===== src/rtl/bsg_wormhole_output_sched.sv =====
// Wormhole output-port scheduler: round-robin header arbitration, then the output
// stays locked to one input until that packet's tail flit has transferred.
module bsg_wormhole_output_sched #(
    parameter int num_in_p     = 4,
    parameter int flit_width_p = 16,
    parameter int len_width_p  = 4,
    parameter int len_offset_p = 0,
    localparam int ptr_w_lp    = (num_in_p > 1) ? $clog2(num_in_p) : 1
) (
    input  logic                             clk_i,
    input  logic                             reset_i,
    input  logic [num_in_p-1:0]              v_i,
    input  logic [num_in_p*flit_width_p-1:0] data_i,
    output logic [num_in_p-1:0]              yumi_o,
    output logic                             v_o,
    output logic [flit_width_p-1:0]          data_o,
    input  logic                             ready_i,
    output logic [num_in_p-1:0]              grant_o,
    output logic                             busy_o,
    output logic [0:0]                       state_o,
    output logic [ptr_w_lp-1:0]              rr_ptr_o,
    output logic [len_width_p-1:0]           cnt_o
);

    // Handshake: a flit moves when v_o & ready_i; yumi_o is that event routed to
    // the granted input, so an input may only drop a flit after seeing yumi_o.
    localparam logic [0:0] st_idle = 1'b0;
    localparam logic [0:0] st_busy = 1'b1;

    logic [0:0]              state_r;
    logic [ptr_w_lp-1:0]     owner_r, rr_ptr_r, winner, sel;
    logic [len_width_p-1:0]  cnt_r, hdr_len;
    logic [num_in_p-1:0]     sel_onehot;
    logic [flit_width_p-1:0] data_mux;
    logic                    found, any_v, v_raw, xfer;
    int                      idx;

    function automatic logic [ptr_w_lp-1:0] next_ptr(input logic [ptr_w_lp-1:0] p);
        return (p == ptr_w_lp'(num_in_p - 1)) ? '0 : p + ptr_w_lp'(1);
    endfunction

    // Round-robin search starting at rr_ptr_r, wrapping modulo num_in_p.
    always_comb begin
        winner = '0;
        found  = 1'b0;
        idx    = 0;
        for (int i = 0; i < num_in_p; i++) begin
            idx = (int'(rr_ptr_r) + i) % num_in_p;
            if (!found && v_i[ptr_w_lp'(idx)]) begin
                found  = 1'b1;
                winner = ptr_w_lp'(idx);
            end
        end
    end

    assign any_v = |v_i;
    assign sel   = (state_r == st_busy) ? owner_r : winner;

    always_comb begin
        data_mux   = '0;
        sel_onehot = '0;
        for (int k = 0; k < num_in_p; k++) begin
            if (sel == ptr_w_lp'(k)) begin
                data_mux      = data_i[k*flit_width_p +: flit_width_p];
                sel_onehot[k] = 1'b1;
            end
        end
    end

    assign hdr_len = data_mux[len_offset_p +: len_width_p];
    assign v_raw   = (state_r == st_busy) ? v_i[owner_r] : any_v;
    assign v_o     = !reset_i && v_raw;
    assign data_o  = data_mux;
    // While locked the owner keeps its grant even through bubbles.
    assign grant_o = (reset_i || (state_r == st_idle && !any_v)) ? '0 : sel_onehot;
    assign xfer    = v_o && ready_i;
    assign yumi_o  = xfer ? sel_onehot : '0;
    assign busy_o  = (state_r == st_busy);

    assign state_o  = state_r;
    assign rr_ptr_o = rr_ptr_r;
    assign cnt_o    = cnt_r;

    always_ff @(posedge clk_i) begin
        if (reset_i) begin
            state_r  <= st_idle;
            owner_r  <= '0;
            rr_ptr_r <= '0;
            cnt_r    <= '0;
        end else if (xfer) begin
            if (state_r == st_idle) begin
                if (hdr_len == '0) begin
                    rr_ptr_r <= next_ptr(winner);
                end else begin
                    state_r <= st_busy;
                    owner_r <= winner;
                    cnt_r   <= hdr_len;
                end
            end else begin
                cnt_r <= cnt_r - len_width_p'(1);
                // Tail flit: release the lock so the next cycle can arbitrate.
                if (cnt_r == len_width_p'(1)) begin
                    state_r  <= st_idle;
                    rr_ptr_r <= next_ptr(owner_r);
                end
            end
        end
    end

endmodule


===== config.mk =====
export PLATFORM = sky130hd
export DESIGN_NAME = bsg_wormhole_output_sched
export DESIGN_NICKNAME = d
export VERILOG_FILES = /design/src/rtl/bsg_wormhole_output_sched.sv
export SDC_FILE = /design/constraint.sdc
export NUM_CORES = 1
export LEC_CHECK = 0
export CAP_MARGIN = 20
export CORE_AREA = 2 2 63 65
export CTS_CLUSTER_SIZE = 40
export DETAILED_ROUTE_END_ITERATION = 16
export DIE_AREA = 0 0 65 67
export PLACE_DENSITY_LB_ADDON = 0.15
export SYNTH_ARGS = -nofsm -noshare
export SYNTH_HDL_FRONTEND = slang
export SYNTH_SLANG_ARGS = --single-unit

===== constraint.sdc =====
create_clock -name clk_i -period 7.1 [get_ports clk_i]
set_input_delay 1.065 -clock clk_i [delete_from_list [all_inputs] [get_ports clk_i]]
set_output_delay 1.065 -clock clk_i [all_outputs]
set_load 0.005 [all_outputs]

==> summary.txt, run 1 <==
CTS tree = yes
largest net degree at the start of global routing = 33
sequential cell area = 180 µm²
number of synthesized flops with an enable pin = 0
Worst Hold Class = flip-flop to flip-flop
CTS sink cnt = 9
drt initial violations = 85
clk slew on worst S/H paths = 50 ps
Netlist Area Pre-Place = 1220 µm²
core outline area = 3610 µm²
Die ar. = 4360 µm²
PD cells = 122 nW/µm²
vias = 1638
Die Y-Extent = 67 µm
Final Max Tran Viols = 0
Critical Path Sink Type = primary output
outcome = finished, final reports clean
Max Freq = 195 MHz
GRT Overall Usage = 19.9%
Final period util = 72.3%
dpl hpwl = 3.37 mm
Gates resized, CTS repair = 0
Worst VDD drop = 0.0590 mV
multi-input logic area = 986 µm²
hold_buf cts = 0
slew at the pin closest to its max-slew limit = 1010 ps
nets = 336
initial antenna violation count = 0
Synth area leader = dfxtp_1
IO Pins = 104
DRC violations left = 0
flops & latches, synth = 9
RSZ-0062 raised after global routing = false
register area share after synthesis = 14.8%
Commonest cells post-synth = nand2_1, nor2_1, a31oi_1, a211oi_1, and2_1
Initial Utilization = 33.9%
TritonCTS Buffers = 3
Synth cell types = 38
Detail Route Antenna Nets = 0
Required @ worst endpoint = 6030 ps
first-pass GRT wire length = 6.85 mm
syn avg cell area = 7.45 µm²
Synth Warn # = 0
asr flop ratio synth = 0%
Avg Vias per Cell = 5.28
cell with the most instances after synthesis = nand2_1
worst skew pair latency = 240 ps
Setup Buffers After CTS = 0
final critical-path required period = 5140 ps
row count = 22
worst rel slew slack = 32.2%
drt wl/cell = 13.5 µm
Worst Min Path Start = cnt_o[0]
critical path type = input pin to primary output
post-synth net total = 237
max-cap check violation count = 0
H-tree depth = 1
WL final = 4.19 mm
FILL cells = 321
Synth Instances = 164
CTS root buf = clkbuf_8
die width = 65 µm
worst reg2reg startpoint = busy_o
CP max FO = 28
Area Growth Syn to Fin = 91.6%
Lkg Pwr = 0.889 nW
drt pass-1 iters = 4
largest cells by area after synthesis = dfxtp_1, nand2_1, a211oi_1
Worst setup SP type = input pin
Non-Filler Instances = 310
vias in the first global route = 1545
CP Launch Point = v_i[0]
ys flop type = dfxtp_1
critical path data arrival time = 4070 ps
share of cells above drive strength 1 = 7.25%
gr ovfl total = 0
Max clock buf depth = 2
routability cong. = 0.824
diode count = 0
Final Hold Vio Count = 0
Fin Clk Skew = 3.65 ps
area share of the largest cell type after synthesis = 14.8%
placed insts = 306
Final TNS setup = 0 ps
Port Buf Inserts = 103
Setup violations, final = 0
worst paths after layout:
kind | endpoint | slack [ps] | cells past startpoint
hold / removal | cnt_o[0] | 540 | 1
hold reg to reg | cnt_o[0] | 540 | 1
setup reg to reg | rr_ptr_o[0] | 4050 | 6
setup / recovery | data_o[6] | 1960 | 9
layout make-up:
| cell class | instances | share of cell area, % |
|---|---|---|
| timing repair buffer | 105 | 44.7 |
| multi-input combinational | 138 | 42.1 |
| sequential | 9 | 7.70 |
| tap | 48 | 2.57 |
| clock buffer | 4 | 1.93 |
| inverter | 6 | 0.963 |
power by group:
part           switching, mW  total [mW]  internal, mW
registers            0.00626      0.0603        0.0540
logic                 0.0632       0.162        0.0991
clock network         0.0234      0.0628        0.0394
total                 0.0929       0.285         0.193
registers in the layout, summed over array words and instances (netlist names):
name and count:
rr_ptr_o 2, cnt_o 4, owner_r 2, busy_o 1
cell families (layout without fill, tap and decap cells):
group	after synthesis	in the layout	synth area share (%)
multiplexers	11	11	14.5
XOR/XNOR	2	2	1.43
flip-flops	9	9	14.8
AND/OR/NAND/NOR	74	74	29.3
adder cells (fa/ha/maj)	2	2	2.05
AO/OA/AOI/OAI	49	49	32.4
buffers and inverters	17	115	5.53
worst max-delay path: stages:
cell	delay, ps
clkdlybuf4s50_1	530
or2b_1	250
a21oi_1	290
nor2_1	150
a21boi_2	790
and2_1	240
a211oi_1	50
a31oi_1	180
clkdlybuf4s50_1	530
cell usage in the layout, fill, tap and decap left out, types with 4 or more instances in the layout:
master and instances:
dfxtp_1 9, inv_1 6, a211oi_1 12, mux4_2 4
nand2_1 32, and2_1 10, a21oi_1 4, o21ai_0 6
clkdlybuf4s50_1 103, mux2i_1 5, nor2_1 14, nand2b_1 4
a31oi_1 13
metal layers:
metal	GRT usage [%]	vias to the layer above	share of wire, %
li1	-	804	-
met3	5.74	5	8.5
met5	0	-	0
met4	5.59	0	1.2
met1	23.0	764	40
met2	35.6	65	50
metrics by stage:
step                      setup slack, ps  utilization (%)  power (mW)  area [µm²]  hold slack (ps)
after global routing                 1710             64.9       0.305        2340              571
after floorplan                      3280                -       0.131        1220              491
after global placement               2030             63.6       0.224        2290              517
after detailed placement             1940             63.6       0.224        2290              521
after CTS                            1940             64.9       0.287        2340              535
final                                1960             64.9       0.285        2340              536
(Power assumes the default switching activity.)
==> inputs of run 2 (changes only) <==
--- a/config.mk
+++ b/config.mk
@@ -6,10 +6,10 @@
 export NUM_CORES = 1
 export LEC_CHECK = 0
 export CAP_MARGIN = 20
-export CORE_AREA = 2 2 63 65
+export CORE_AREA = 2 2 68 70
 export CTS_CLUSTER_SIZE = 40
 export DETAILED_ROUTE_END_ITERATION = 16
-export DIE_AREA = 0 0 65 67
+export DIE_AREA = 0 0 70 72
 export PLACE_DENSITY_LB_ADDON = 0.15
 export SYNTH_ARGS = -nofsm -noshare
 export SYNTH_HDL_FRONTEND = slang
==> constraint.sdc (replaced) <==
create_clock -name clk_i -period 4.2 [get_ports clk_i]
set_input_delay 0.63 -clock clk_i [delete_from_list [all_inputs] [get_ports clk_i]]
set_output_delay 0.63 -clock clk_i [all_outputs]
set_load 0.005 [all_outputs]
==> run 2 against run 1 <==
Compared with the run above:
- first-iteration DRC count decreased by 9.4%
- power increased by 71%
- highest routed layer unchanged
- core utilization decreased by 9.2 points
- hold slack improved by 7.2 ps
==> summary.txt, run 2 (same netlist as run 1, synthesis figures left out) <==
PD cells = 205 nW/µm² (+68%)
worst skew pair latency = 240 ps (about the same)
FILL cells = 409 (+27%)
max-cap check violation count = 0 (unchanged)
Final Max Tran Viols = 0 (unchanged)
Detail Route Antenna Nets = 0 (unchanged)
nets = 340 (+1.2%)
drt initial violations = 77 (-9.4%)
vias in the first global route = 1615 (+4.5%)
vias = 1635 (-0.18%)
die width = 70 µm (+7.7%)
Fin Clk Skew = 6.16 ps (+2.51 ps)
Post-DP Area = 2330 µm² (+1.5%)
R2R Setup Slk = 1340 ps (-2710 ps)
Die Y-Extent = 72 µm (+7.5%)
Worst VDD drop = 0.0974 mV (+65%)
core outline area = 4260 µm² (+18%)
Max Freq = 262 MHz
routability cong. = 0.754 (-8.5%)
clk slew on worst S/H paths = 50 ps (about the same)
TritonCTS Buffers = 3 (unchanged)
Setup Buffers After CTS = 0 (unchanged)
slew at the pin closest to its max-slew limit = 633 ps (-378 ps)
final critical-path required period = 3810 ps
gr ovfl total = 0 (unchanged)
initial antenna violation count = 0 (unchanged)
Initial Utilization = 28.6% (-5.2 points)
IO Pins = 104 (unchanged)
Setup violations, final = 0 (unchanged)
most frequent cells in the layout = clkdlybuf4s50_1, nand2_1, nor2_1, a31oi_1, a211oi_1
Final Hold Vio Count = 0 (unchanged)
drt wl/cell = 14.4 µm (+6.2%)
CP max FO = 19 (-32%)
critical path data arrival time = 3180 ps (-890 ps)
Final period util = 90.8%
CTS tree = yes
Worst Hold Class = flip-flop to flip-flop
CTS sink cnt = 9 (unchanged)
Gates resized, CTS repair = 0 (unchanged)
Port Buf Inserts = 103 (unchanged)
RSZ-0062 raised after global routing = false
H-tree depth = 1 (unchanged)
hold_buf cts = 0 (unchanged)
Max clock buf depth = 2 (unchanged)
share of cells above drive strength 1 = 8.65% (+1.4 points)
Final TNS setup = 0 ps (unchanged)
CTS root buf = clkbuf_8
largest net degree at the start of global routing = 21 (-36%)
most common cell after layout, fill and taps aside = clkdlybuf4s50_1
Required @ worst endpoint = 3570 ps (-2460 ps)
outcome = finished, final reports clean
worst reg2reg path depth = 7 (+1)
Worst setup SP type = input pin
GRT Overall Usage = 18.6% (-1.3 points)
first-pass GRT wire length = 7.67 mm (+12%)
drt pass-1 iters = 4 (unchanged)
final std cell area, no fill = 2370 µm² (+1.5%)
Hold Path Depth = 1 (unchanged)
diode count = 0 (unchanged)
WL final = 4.57 mm (+8.9%)
dpl hpwl = 3.85 mm (+14%)
worst rel slew slack = 57.7% (+26 points)
Lkg Pwr = 0.908 nW (+2.1%)
row count = 24 (+9.1%)
Critical Path Sink Type = primary output
number of flip-flops in the largest register = 4 (unchanged)
Area Growth Syn to Fin = 94.5%
Avg Vias per Cell = 5.14 (-2.7%)
DRC violations left = 0 (unchanged)
Die ar. = 5040 µm² (+16%)
critical path type = input pin to primary output
## run 2: changes by cell type in the layout (fill, tap and decap cells not counted)
cell / delta
buf_4: +4
## run 2: per-layer routing
metal | up-vias | GRT usage [%] | part of all wire (%)
met2 | 70 | 31.9 | 49
met1 | 754 | 22.6 | 40
met3 | 4 | 6.25 | 9.8
met5 | - | 0 | 0
li1 | 807 | - | -
met4 | 0 | 4.70 | 1.2
## run 2: power by group
group	switching (mW)	leakage [nW]	total, mW	internal (mW)
Clock	0.0373	0.0228	0.104	0.0664
Combinational	0.109	0.811	0.282	0.173
Sequential	0.0109	0.0735	0.102	0.0913
## run 2: final cells by class
class	instances	area [µm²]	share of cell area, %
Clock buffer	4	45.0	1.90
Inverter	6	22.5	0.948
Timing Repair Buffer	109	1080	45.3
Sequential cell	9	180	7.59
Tap cell	52	65.1	2.74
Multi-Input combinational cell	138	986	41.5
## run 2: final timing paths
check / from / end
worst max-delay path: v_i[0] / data_o[9]
worst min-delay path: cnt_o[0] / cnt_o[0]
worst max register to register: busy_o / rr_ptr_o[0]
worst min register to register: cnt_o[0] / cnt_o[0]
## run 2: through the flow
step	util (%)	power [mW]	hold WS [ps]	instances	setup slack, ps
finish	55.7	0.488	543	318	386
global route	55.7	0.519	565	318	181
CTS	55.7	0.491	552	318	358
detailed placement	54.6	0.388	540	314	365
global placement	54.6	0.386	532	314	397
floorplan	-	0.221	491	164	1250
## run 2: worst max-delay path, cell delays in order
cell	delay [ps]
clkdlybuf4s50_1	540
or2b_1	240
a21oi_1	300
nor2_1	150
a21boi_2	190
buf_4	230
and2_1	150
a211oi_1	40
a31oi_1	150
clkdlybuf4s50_1	550
==> inputs of run 3 (changes only) <==
--- a/config.mk
+++ b/config.mk
@@ -11,6 +11,7 @@
 export DETAILED_ROUTE_END_ITERATION = 16
 export DIE_AREA = 0 0 70 72
 export PLACE_DENSITY_LB_ADDON = 0.15
+export REMOVE_ABC_BUFFERS = 1
 export SYNTH_ARGS = -nofsm -noshare
 export SYNTH_HDL_FRONTEND = slang
 export SYNTH_SLANG_ARGS = --single-unit
==> run 3 against run 2 <==
Compared with the run above:
- sequential power about the same
- flip-flop and latch count unchanged
- setup slack improved by 15 ps
- hold slack got worse by 19 ps
- sequential share of layout area about the same
- cell count decreased by 0.63%
- wire length decreased by 2.9%
- first-iteration DRC count decreased by 53%
- clock power about the same
- die area unchanged
- via count decreased by 1.5%
==> summary.txt, run 3 (same netlist as run 1, synthesis figures left out) <==
Fin Clk Skew = 0.726 ps (-5.43 ps)
Initial Utilization = 28.6% (unchanged)
Area Growth Syn to Fin = 93.2%
gr ovfl total = 0 (unchanged)
Gates resized, CTS repair = 0 (unchanged)
placed insts = 312 (-0.64%)
sequential cell area = 180 µm² (unchanged)
TritonCTS Buffers = 3 (unchanged)
Lkg Pwr = 0.898 nW (-1.1%)
Worst Hold Class = flip-flop to flip-flop
Avg Vias per Cell = 5.09 (-0.91%)
Critical Path Sink Type = primary output
row count = 24 (unchanged)
Max clock buf depth = 2 (unchanged)
Pint = 0.328 mW (-0.76%)
WP buf/inv = 3 (unchanged)
clk slew on worst S/H paths = 40 ps (about the same)
Final TNS setup = 0 ps (unchanged)
Seq pwr share = 21.0% (about the same)
CP top delay family = buffers and inverters
Worst setup SP type = input pin
Die ar. = 5040 µm² (unchanged)
Slowest cell on crit path = clkdlybuf4s50_1
Max Freq = 263 MHz (+0.38%)
Sw Ratio = 32.3% (+0.089 points)
GRT Overall Usage = 17.6% (-1.0 points)
Non-Filler Instances = 316 (-0.63%)
CP max FO = 28 (+9)
most frequent cells in the layout = clkdlybuf4s50_1, nand2_1, nor2_1, a31oi_1, a211oi_1
combinational share of power = 57.7% (about the same)
H-tree depth = 1 (unchanged)
total power after layout = 0.484 mW (-0.63%)
Final period util = 90.5% (-0.35 points)
CTS tree = yes
die width = 70 µm (unchanged)
first-pass GRT wire length = 7.30 mm (-4.8%)
largest net degree at the start of global routing = 29 (+38%)
Final Hold Vio Count = 0 (unchanged)
final core occ = 55.3% (-0.35 points)
vias in the first global route = 1560 (-3.4%)
outcome = finished, final reports clean
number of flip-flops in the largest register = 4 (unchanged)
Worst VDD drop = 0.0794 mV (-18%)
dpl hpwl = 3.61 mm (-6.2%)
drt wl/cell = 14.0 µm (-2.3%)
Final Max Tran Viols = 0 (unchanged)
FILL cells = 398 (-2.7%)
core outline area = 4260 µm² (unchanged)
critical path type = input pin to primary output
clock network power share = 21.3% (about the same)
routability cong. = 0.787 (+4.4%)
max-cap check violation count = 0 (unchanged)
multi-input logic area = 986 µm² (unchanged)
critical path data arrival time = 3170 ps (about the same)
final critical-path required period = 3800 ps (-14.5 ps)
Top cell by count, worst path = clkdlybuf4s50_1
IO Pins = 104 (unchanged)
hold_buf cts = 0 (unchanged)
diode count = 0 (unchanged)
CP cell instances = clkdlybuf4s50_1 -> nor2b_1 -> a221oi_2 -> nor2_1 -> a21boi_2 -> buf_4 -> and2_0 -> a211oi_1 -> a31oi_1 -> clkdlybuf4s50_1
drt initial violations = 36 (-53%)
nets = 338 (-0.59%)
initial antenna violation count = 0 (unchanged)
Die Y-Extent = 72 µm (unchanged)
CTS root buf = clkbuf_8
worst hold slack = 524 ps (-18.5 ps)
Setup Buffers After CTS = 0 (unchanged)
Port Buf Inserts = 103 (unchanged)
Required @ worst endpoint = 3570 ps (about the same)
vias = 1610 (-1.5%)
Setup violations, final = 0 (unchanged)
Detail Route Antenna Nets = 0 (unchanged)
CTS sink cnt = 9 (unchanged)
PD cells = 205 nW/µm² (about the same)
worst skew pair latency = 240 ps (about the same)
Worst path max stage delay = 530 ps (-20 ps)
slew at the pin closest to its max-slew limit = 573 ps (-60.3 ps)
share of cells above drive strength 1 = 7.95% (-0.69 points)
drt pass-1 iters = 4 (unchanged)
WL final = 4.43 mm (-2.9%)
RSZ-0062 raised after global routing = false
most common cell after layout, fill and taps aside = clkdlybuf4s50_1
NetSw = 0.157 mW (-0.36%)
worst rel slew slack = 61.8% (+4.0 points)
DRC violations left = 0 (unchanged)
-- run 3: cell types whose count changed in the layout (fill, tap and decap cells not counted) --
cell / before / now
buf_4: 6 / 4
-- run 3: path summary, 6_finish.rpt --
check | startpoint | endpoint | slack (ps) | cells past startpoint
min | cnt_o[0] | cnt_o[0] | 520 | 1
min reg2reg | cnt_o[0] | cnt_o[0] | 520 | 1
max | v_i[2] | data_o[14] | 400 | 10
max reg2reg | busy_o | rr_ptr_o[0] | 1490 | 6
-- run 3: area by class of cell --
cell class / count / share of cell area [%]
repair buffers: 107 / 45.0
multi-input cells: 138 / 41.8
inverters: 6 / 0.954
well taps: 52 / 2.76
flip-flops and latches: 9 / 7.64
clock buffers: 4 / 1.91
-- run 3: layer usage --
layer	wire length (µm)	GRT usage, %	vias to the layer above
li1	-	-	803
met1	1840	22.2	728
met2	2140	29.0	64
met3	301	3.89	15
met4	159	7.48	0
met5	0	0	-
-- run 3: stage by stage --
step                worst slack [ps]  area, µm²
global route                     191       2360
finish                           400       2360
CTS                              382       2360
detailed placement               385       2310
global placement                 409       2310
floorplan                        389       1180
-- run 3: power by group through the flow --
stage               Combinational (mW)  Clock [mW]  Sequential, mW
global route                     0.305       0.109           0.103
floorplan                        0.115           0           0.101
detailed placement               0.281           0           0.103
CTS                              0.282       0.107           0.102
global placement                 0.279           0           0.103
finish                           0.279       0.103           0.102
